--- config.mk ---
export PLATFORM = sky130hd
export DESIGN_NAME = loop_unwinder
export DESIGN_NICKNAME = d
export VERILOG_FILES = /design/src/rtl/loop_pkg.sv /design/src/rtl/loop_invariant_chk.sv /design/src/rtl/loop_unwinder.sv
export SDC_FILE = /design/constraint.sdc
export NUM_CORES = 1
export LEC_CHECK = 0
export BUFFER_PORTS_ARGS = -buffer_cell sky130_fd_sc_hd__buf_2
export CAP_MARGIN = 20
export CORE_MARGIN = 2
export CORE_UTILIZATION = 62
export DETAILED_ROUTE_END_ITERATION = 8
export GPL_ROUTABILITY_DRIVEN = 0
export PLACE_DENSITY = 0.95
export SETUP_SLACK_MARGIN = 0.2
export SLEW_MARGIN = 20
export SYNTH_ARGS = -nofsm -noshare
export SYNTH_HDL_FRONTEND = slang
export SYNTH_HIERARCHICAL = 1
export SYNTH_SLANG_ARGS = --single-unit
--- constraint.sdc ---
create_clock -name clk -period 6.6 [get_ports clk]
set_input_delay 0.66 -clock clk [delete_from_list [all_inputs] [get_ports clk]]
set_output_delay 0.66 -clock clk [all_outputs]
set_load 0.005 [all_outputs]
--- src/rtl/loop_pkg.sv ---
// Shared definitions for the arithmetic-loop harness: the unwinder state encoding,
// its error codes, and the default loop bounds it shares with the forward stepper.
package loop_pkg;

   localparam int unsigned LOOP_W      = 15;
   localparam int unsigned LOOP_INIT_I = 1;
   localparam int unsigned LOOP_INIT_J = 1000;

   typedef enum logic [2:0] {
      ST_IDLE,
      ST_CHECK,
      ST_UNWIND,
      ST_DONE,
      ST_FAIL
   } loop_unw_state_t;

   localparam logic [1:0] ERR_NONE = 2'b00;
   localparam logic [1:0] ERR_BASE = 2'b01;
   localparam logic [1:0] ERR_INV  = 2'b10;

endpackage

--- src/rtl/loop_invariant_chk.sv ---
// Combinational trajectory check for the i += 2 / j -= 1 loop.
// base_ok : i is at or above the start value and has the start value's parity.
// inv_ok  : i + 2j equals the loop invariant INIT_I + 2*INIT_J, computed without truncation.
// at_base : i sits exactly on the start value.
module loop_invariant_chk
   import loop_pkg::*;
#(
   parameter int unsigned W      = LOOP_W,
   parameter int unsigned INIT_I = LOOP_INIT_I,
   parameter int unsigned INIT_J = LOOP_INIT_J
) (
   input  logic [W-1:0] i,
   input  logic [W-1:0] j,
   output logic         base_ok,
   output logic         inv_ok,
   output logic         at_base
);

   localparam logic [W-1:0] I0     = W'(INIT_I);
   localparam logic [W+1:0] TARGET = (W+2)'(INIT_I + 2 * INIT_J);

   logic [W+1:0] sum;

   // Invariant sum and comparisons against the loop start point
   always_comb begin
      sum     = {2'b00, i} + {1'b0, j, 1'b0};
      base_ok = (i >= I0) && (i[0] == I0[0]);
      inv_ok  = (sum == TARGET);
      at_base = (i == I0);
   end

endmodule

--- src/rtl/loop_unwinder.sv ---
// Reverse companion to the forward loop stepper: loads a captured (i, j),
// checks it lies on the loop trajectory, then steps it back to (INIT_I, INIT_J)
// one selector-enabled cycle at a time while counting the steps taken.
module loop_unwinder
   import loop_pkg::*;
#(
   parameter int unsigned W      = LOOP_W,
   parameter int unsigned INIT_I = LOOP_INIT_I,
   parameter int unsigned INIT_J = LOOP_INIT_J
) (
   input  logic         clk,
   input  logic         rst,
   input  logic         start,
   input  logic [W-1:0] i_in,
   input  logic [W-1:0] j_in,
   input  logic         selector,
   output logic [W-1:0] i,
   output logic [W-1:0] j,
   output logic [W-1:0] steps,
   output logic         busy,
   output logic         done,
   output logic         terminal,
   output logic         err,
   output logic [1:0]   err_code
);

   localparam logic [W-1:0] I0     = W'(INIT_I);
   localparam logic [W-1:0] J0     = W'(INIT_J);
   localparam logic [W-1:0] I_LAST = W'(INIT_I + 2);
   localparam logic [W-1:0] ONE    = W'(1);
   localparam logic [W-1:0] TWO    = W'(2);

   loop_unw_state_t state, state_n;
   logic [W-1:0]    i_n, j_n, steps_n;
   logic            term_n;
   logic [1:0]      code_n;
   logic            base_ok, inv_ok, at_base;
   logic            term_load;
   logic [W+1:0]    i_ext, j_ext;

   loop_invariant_chk #(
      .W      (W),
      .INIT_I (INIT_I),
      .INIT_J (INIT_J)
   ) u_chk (
      .i       (i),
      .j       (j),
      .base_ok (base_ok),
      .inv_ok  (inv_ok),
      .at_base (at_base)
   );

   // Exit-state test on the loaded values; j+1 >= i-2 is rearranged as j+3 >= i
   // in widened arithmetic so small i cannot wrap.
   always_comb begin
      i_ext     = {2'b00, i_in};
      j_ext     = {2'b00, j_in};
      term_load = (j_in < i_in) && ((j_ext + (W+2)'(3)) >= i_ext);
   end

   // Next-state and datapath update
   always_comb begin
      state_n = state;
      i_n     = i;
      j_n     = j;
      steps_n = steps;
      term_n  = terminal;
      code_n  = err_code;
      case (state)
         ST_IDLE, ST_DONE, ST_FAIL: begin
            if (start) begin
               i_n     = i_in;
               j_n     = j_in;
               steps_n = '0;
               term_n  = term_load;
               code_n  = ERR_NONE;
               state_n = ST_CHECK;
            end
         end
         ST_CHECK: begin
            if (!base_ok) begin
               code_n  = ERR_BASE;
               state_n = ST_FAIL;
            end else if (!inv_ok) begin
               code_n  = ERR_INV;
               state_n = ST_FAIL;
            end else if (at_base) begin
               state_n = ST_DONE;
            end else begin
               state_n = ST_UNWIND;
            end
         end
         ST_UNWIND: begin
            if (selector) begin
               i_n     = i - TWO;
               j_n     = j + ONE;
               steps_n = steps + ONE;
               if (i == I_LAST) begin
                  state_n = ST_DONE;
               end
            end
         end
         default: state_n = ST_IDLE;
      endcase
   end

   // State and datapath registers, synchronous active-high reset
   always_ff @(posedge clk) begin
      if (rst) begin
         state    <= ST_IDLE;
         i        <= I0;
         j        <= J0;
         steps    <= '0;
         terminal <= 1'b0;
         err_code <= ERR_NONE;
      end else begin
         state    <= state_n;
         i        <= i_n;
         j        <= j_n;
         steps    <= steps_n;
         terminal <= term_n;
         err_code <= code_n;
      end
   end

   // Status flags decoded from the registered state only
   always_comb begin
      busy = (state == ST_CHECK) || (state == ST_UNWIND);
      done = (state == ST_DONE);
      err  = (state == ST_FAIL);
   end

endmodule

## Word level (Yosys, flattened, before mapping)

Index checks and enable logic that the tools add are counted.

| word-level totals | value |
|---|---|
| memory bits (read-only) | 0 |
| bits in writable memories | 0 |
| memories | 0 |
| latch bits | 0 |
| input port bits | 34 |
| bits in registers | 51 |

| cells by class | value |
|---|---|
| add/subtract/negate cells | 5 |
| equality and inequality tests | 11 |
| muxes and demuxes | 20 |
| reduce and logical (&&, ||, !) cells | 11 |
| shift operators | 0 |
| bitwise gates (word level) | 0 |
| $mul | 0 |
| divide/modulo/power cells | 0 |
| magnitude comparators | 3 |

Operator list:

| cell | count |
|---|---|
| 15-bit 2-to-1 mux | 6 |
| 15-bit case mux with 2 select lines | 3 |
| 15-bit by 1-bit adder with 15-bit output, second input constant | 2 |
| 15-bit by 16-bit adder with 17-bit output | 1 |
| 17-bit by 11-bit == test with 1-bit output, second input constant | 1 |
| 15-bit by 2-bit adder with 16-bit output, second input constant | 1 |
| 16-bit by 15-bit >= comparator with 1-bit output | 1 |
| 15-bit by 1-bit == test with 1-bit output, second input constant | 1 |
| 15-bit by 2-bit == test with 1-bit output, second input constant | 1 |
| 15-bit by 1-bit >= comparator with 1-bit output, second input constant | 1 |
| 15-bit < comparator | 1 |
| 3-bit 2-to-1 mux | 5 |
| 15-bit by 2-bit subtractor with 15-bit output, second input constant | 1 |
| 3-bit case mux with 3 select lines | 1 |
| 3-bit AND reduction | 3 |
| 3-bit by 2-bit == test with 1-bit output, second input constant | 2 |
| 2-bit 2-to-1 mux | 3 |
| 2-bit != test, second input constant | 3 |
| 2-bit case mux with 2 select lines | 1 |
| 2-bit nonzero test | 2 |
| 3-bit by 1-bit == test with 1-bit output, second input constant | 1 |
| 3-bit == test, second input constant | 1 |
| 3-bit zero test | 1 |
| 3-bit != test, second input constant | 1 |
| 5 further kinds | 6 |

## Longest topological paths before layout

| depth | value |
|---|---|
| word-level depth | 5 |
| mapped depth | 14 |
| depth with buffers taken out | 14 |

## Modules after synthesis

The synthesis kept the hierarchy.

Modules (own cells, without submodules):

| module | times used | area an instance (um2) | cells each |
|---|---|---|---|
| loop_unwinder | 1 | 3798.6 | 497 |
| loop_invariant_chk | 1 | 922.1 | 125 |

## Worst setup path before layout

Ideal clock, no wire load.

| timing | value |
|---|---|
| path type | reg2reg |
| start | register j[0] |
| end | register err_code[1] |
| stages on the path, launching flop included | 15 |
| setup slack | 3.306 ns |
| path buffers | 0 |
| arrival | 3.224 ns |
| library setup time | 0.070 ns |
| period minus slack after synthesis | 3.294 ns |
| cell sequence | dfxtp_1 -> ha_1 -> inv_1 -> fa_1 -> and2b_1 -> o221ai_1 -> nor4b_2 -> o2111ai_1 -> or4b_4 -> nor4_2 -> nand2_1 -> mux2_2 -> a21oi_1 -> nand2_1 -> a21oi_1 |

| between the ends | value |
|---|---|
| longest elaborated chain between the ends | 4 |

RTL lines:

| item | RTL line | source |
|---|---|---|
| start: declaration | loop_unwinder.sv:18 | `output logic [W-1:0] j,` |
| start signal: assignment | loop_unwinder.sv:119 | `j <= j_n;` |
| 15-bit by 16-bit adder with 17-bit output | loop_invariant_chk.sv:26 | `sum = {2'b00, i} + {1'b0, j, 1'b0};` |
| 17-bit by 11-bit == test with 1-bit output | loop_invariant_chk.sv:28 | `inv_ok = (sum == TARGET);` |
| named net inv_ok | loop_unwinder.sv:37 | `logic base_ok, inv_ok, at_base;` |
| 3-bit != test (no source line) | - |  |
| 3-bit AND reduction (no source line) | - |  |
| end signal: assignment | loop_unwinder.sv:122 | `err_code <= code_n;` |
| end: declaration | loop_unwinder.sv:24 | `output logic [1:0] err_code` |

The timed path passes the listed nets, and every way through them passes these cells.
A chain may end at the register's enable or synchronous reset.

## Final worst setup path

Ends and elaborated chain as after synthesis.

==> impl_metrics.csv <==
group,metric,value,unit
status,status,"complete, no violations",
final_layout,area_delta_synth_final,9.727,%
final_layout,num-fill-cells,558,
route,drc,0,
run,maxCapViolCount,0,
critical_path,cp.required,6.84,ns
die,row_count,31,
sta,slew_headroom,49.68,%
cts,root_buffer,"clkbuf_8",
yosys,synth-async-reset-ratio,0,%
cts,cts_tree,"done",
yosys,synth-seq-cells,51,
yosys,syn-instance-count,622,
route,antenna_left,0,
sta,rsz0062_at_grt,"no",
sta,worst_clock_skew,0.004349,ns
pwr,ir_worst_vdd,0.1020,mV
cts,cts_buffer_depth,2,
route,drt_first_pass_iters,5,
yosys,syn_nets,705,
critical_path,crit_type,"flop to flop",
cts,post_cts_resized,0,
yosys,synthTopCellsByCount,"nand2_1, a21oi_1, dfxtp_1, o21ai_0, ha_1",
die,start_util,64.40,%
cts,cts-htree-levels,2,
sta,report.final.slew_viol_count,0,
cts,cts_setup_buffers,0,
sta,tns,0,ns
global_routing,grt_pass1_wl,22.96,mm
global_routing,use_met1,44.31,%
yosys,yosysUniqueCellTypes,75,
placement,io_buffers,84,
global_routing,grt-ovfl-total,0,
critical_path,cp-start-kind,"flop",
global_routing,grt_usage,33.24,%
final_layout,multi_input_area,0.003382,mm²
critical_path,endpoint_kind,"flop",
sta,hold_violations,0,
die,die_w,91.26,µm
route,drt_iter0_drc,772,
die,io_pins,85,
sta,finalSetupViolCount,0,
yosys,synth_area,0.004721,mm²
final_layout,register_area,0.001021,mm²
pwr,clockPowerShare,22.9,%
route,routed_wl,13.86,mm
pwr,combPwrFrac,32.7,%
final_layout,drive_gt1_share,16.57,%
yosys,yosysSeqAreaShare,21.63,%
critical_path,cp.arrival,3.95,ns
pwr,p_per_area,153.1,mW/mm²
pwr,p_leak,2.272,nW
yosys,synth_area_per_cell,7.590,µm²
yosys,synth_top_area_cell,"dfxtp_1",
cts,cts.sinks,51,
global_routing,grt_max_degree,47,
die,core,0.007331,mm²
final_layout,final_nets,765,
die,fp.dieH,91.26,µm
critical_path,cp_max_fo,7,
yosys,synth_top_area_share,21.63,%
die,dieArea,0.008328,mm²
placement,hpwl,10.34,mm
global_routing,grt_use_met3,5.145,%
pwr,power.total,0.7931,mW
sta,max_freq,269.6,MHz
yosys,synth-main-ff-cell,"dfxtp_1",
final_layout,insertedDiodeCount,0,
route,vias_per_cell,6.615,
global_routing,grt_pass1_vias,4793,
cts,clkLatencyLatePin,0.30,ns
yosys,synth-edff-count,0,
global_routing,top_usage_layer,"met2",
cts,path_clk_slew,0.10,ns
pwr,switchingPower,0.2927,mW
sta,fin_crit,3.709,ns
pwr,power.share.sequential,44.3,%
pwr,cellInternalPower,0.5004,mW
hold_path,worst_hold_path_type,"flop to flop",
yosys,yosysWarningCount,6,
pwr,switching_share,36.91,%
cts,cts_hold_buf,0,
yosys,synth.most_common_cell,"nand2_1",
yosys,synthTopCellsByArea,"dfxtp_1, ha_1, a21oi_1",
global_routing,antenna_found_initial,0,
sta,tightest_slew,0.7490,ns
route,vias,5166,
sta,post-route-period-util,56.19,%
global_routing,grtUsageMet2,53.58,%
route,routedWlPerCell,17.75,µm
cts,cts_buffers,5,
routing by layer:
layer	vias to the layer above	part of all wire [%]
met1	2336	39
met3	59	11
met4	0	4.0
met5	-	0
li1	2424	-
met2	347	46
cell families after synthesis:
group	synth area share (%)
compound gates	27.80
xor+xnor	4.824
fa+ha+maj	13.15
buf+inv	6.864
flops	21.63
mux	0.4506
simple gates	25.29
worst paths after layout:
path,startpoint,end,slack (ns),depth (start not counted)
setup / recovery,j[0],err_code[1],2.89,14
hold / removal,err_code[1],err_code[1],0.46,2
setup reg to reg,j[0],err_code[1],2.89,14
hold reg to reg,err_code[1],err_code[1],0.46,2
through the flow:
step / worst slack, ns / utilization (%) / hold WS, ns / std cells / cell area [µm²]
6_report: 2.891 / 70.66 / 0.4622 / 781 / 5180
5_1_grt: 2.701 / 70.66 / 0.4999 / 781 / 5180
4_1_cts: 2.916 / 70.66 / 0.4636 / 781 / 5180
3_5_place_dp: 2.940 / 69.53 / 0.4500 / 774 / 5097
3_3_place_gp: 3.116 / 69.53 / 0.4443 / 774 / 5097
2_1_floorplan: 3.306 / - / 0.4483 / 622 / 4721
critical path, stage by stage, from the launching register on:
cell and delay [ns]:
dfxtp_1 0.44, ha_1 0.23, inv_1 0.06, fa_1 0.37, and2b_1 0.28, o221ai_1 0.16, nor4b_2 0.26, o2111ai_1 0.14
or4b_4 0.55, nor4_2 0.35, nand2_1 0.14, mux2_2 0.29, a21oi_1 0.18, nand2_1 0.07, a21oi_1 0.11
final cells by class:
cell class / count / share of cell area (%)
flip-flops and latches: 51 / 19.71
well taps: 99 / 2.391
inverters: 32 / 2.319
repair buffers: 88 / 8.696
clock buffers: 5 / 1.329
clock inverters: 2 / 0.2657
multi-input cells: 504 / 65.29
registers in the layout (all words and copies together) (netlist names):
register,count
i,15
j,15
steps,15
state,3
err_code,2
terminal,1
power groups by stage:
stage | registers [mW] | clock network, mW | logic [mW]
global route | 0.354 | 0.192 | 0.285
CTS | 0.350 | 0.181 | 0.251
detailed placement | 0.357 | 0 | 0.249
global placement | 0.355 | 0 | 0.236
finish | 0.352 | 0.182 | 0.260
floorplan | 0.348 | 0 | 0.178
layout by cell type (no fill, tap or decap), drive strengths merged, types with 10 or more instances in the layout:
master,netlist,final
a211oi,13,13
a21o,11,11
a21oi,55,55
and3,10,10
buf,18,88
dfxtp,51,51
ha,48,48
inv,32,32
nand2,58,58
nand3,25,25
nand4,12,12
nor2,43,43
nor3,15,15
o2111ai,10,10
o211ai,13,13
o21ai,55,55
xnor2,11,11
xor2,15,15
(Power assumes the default switching activity.)
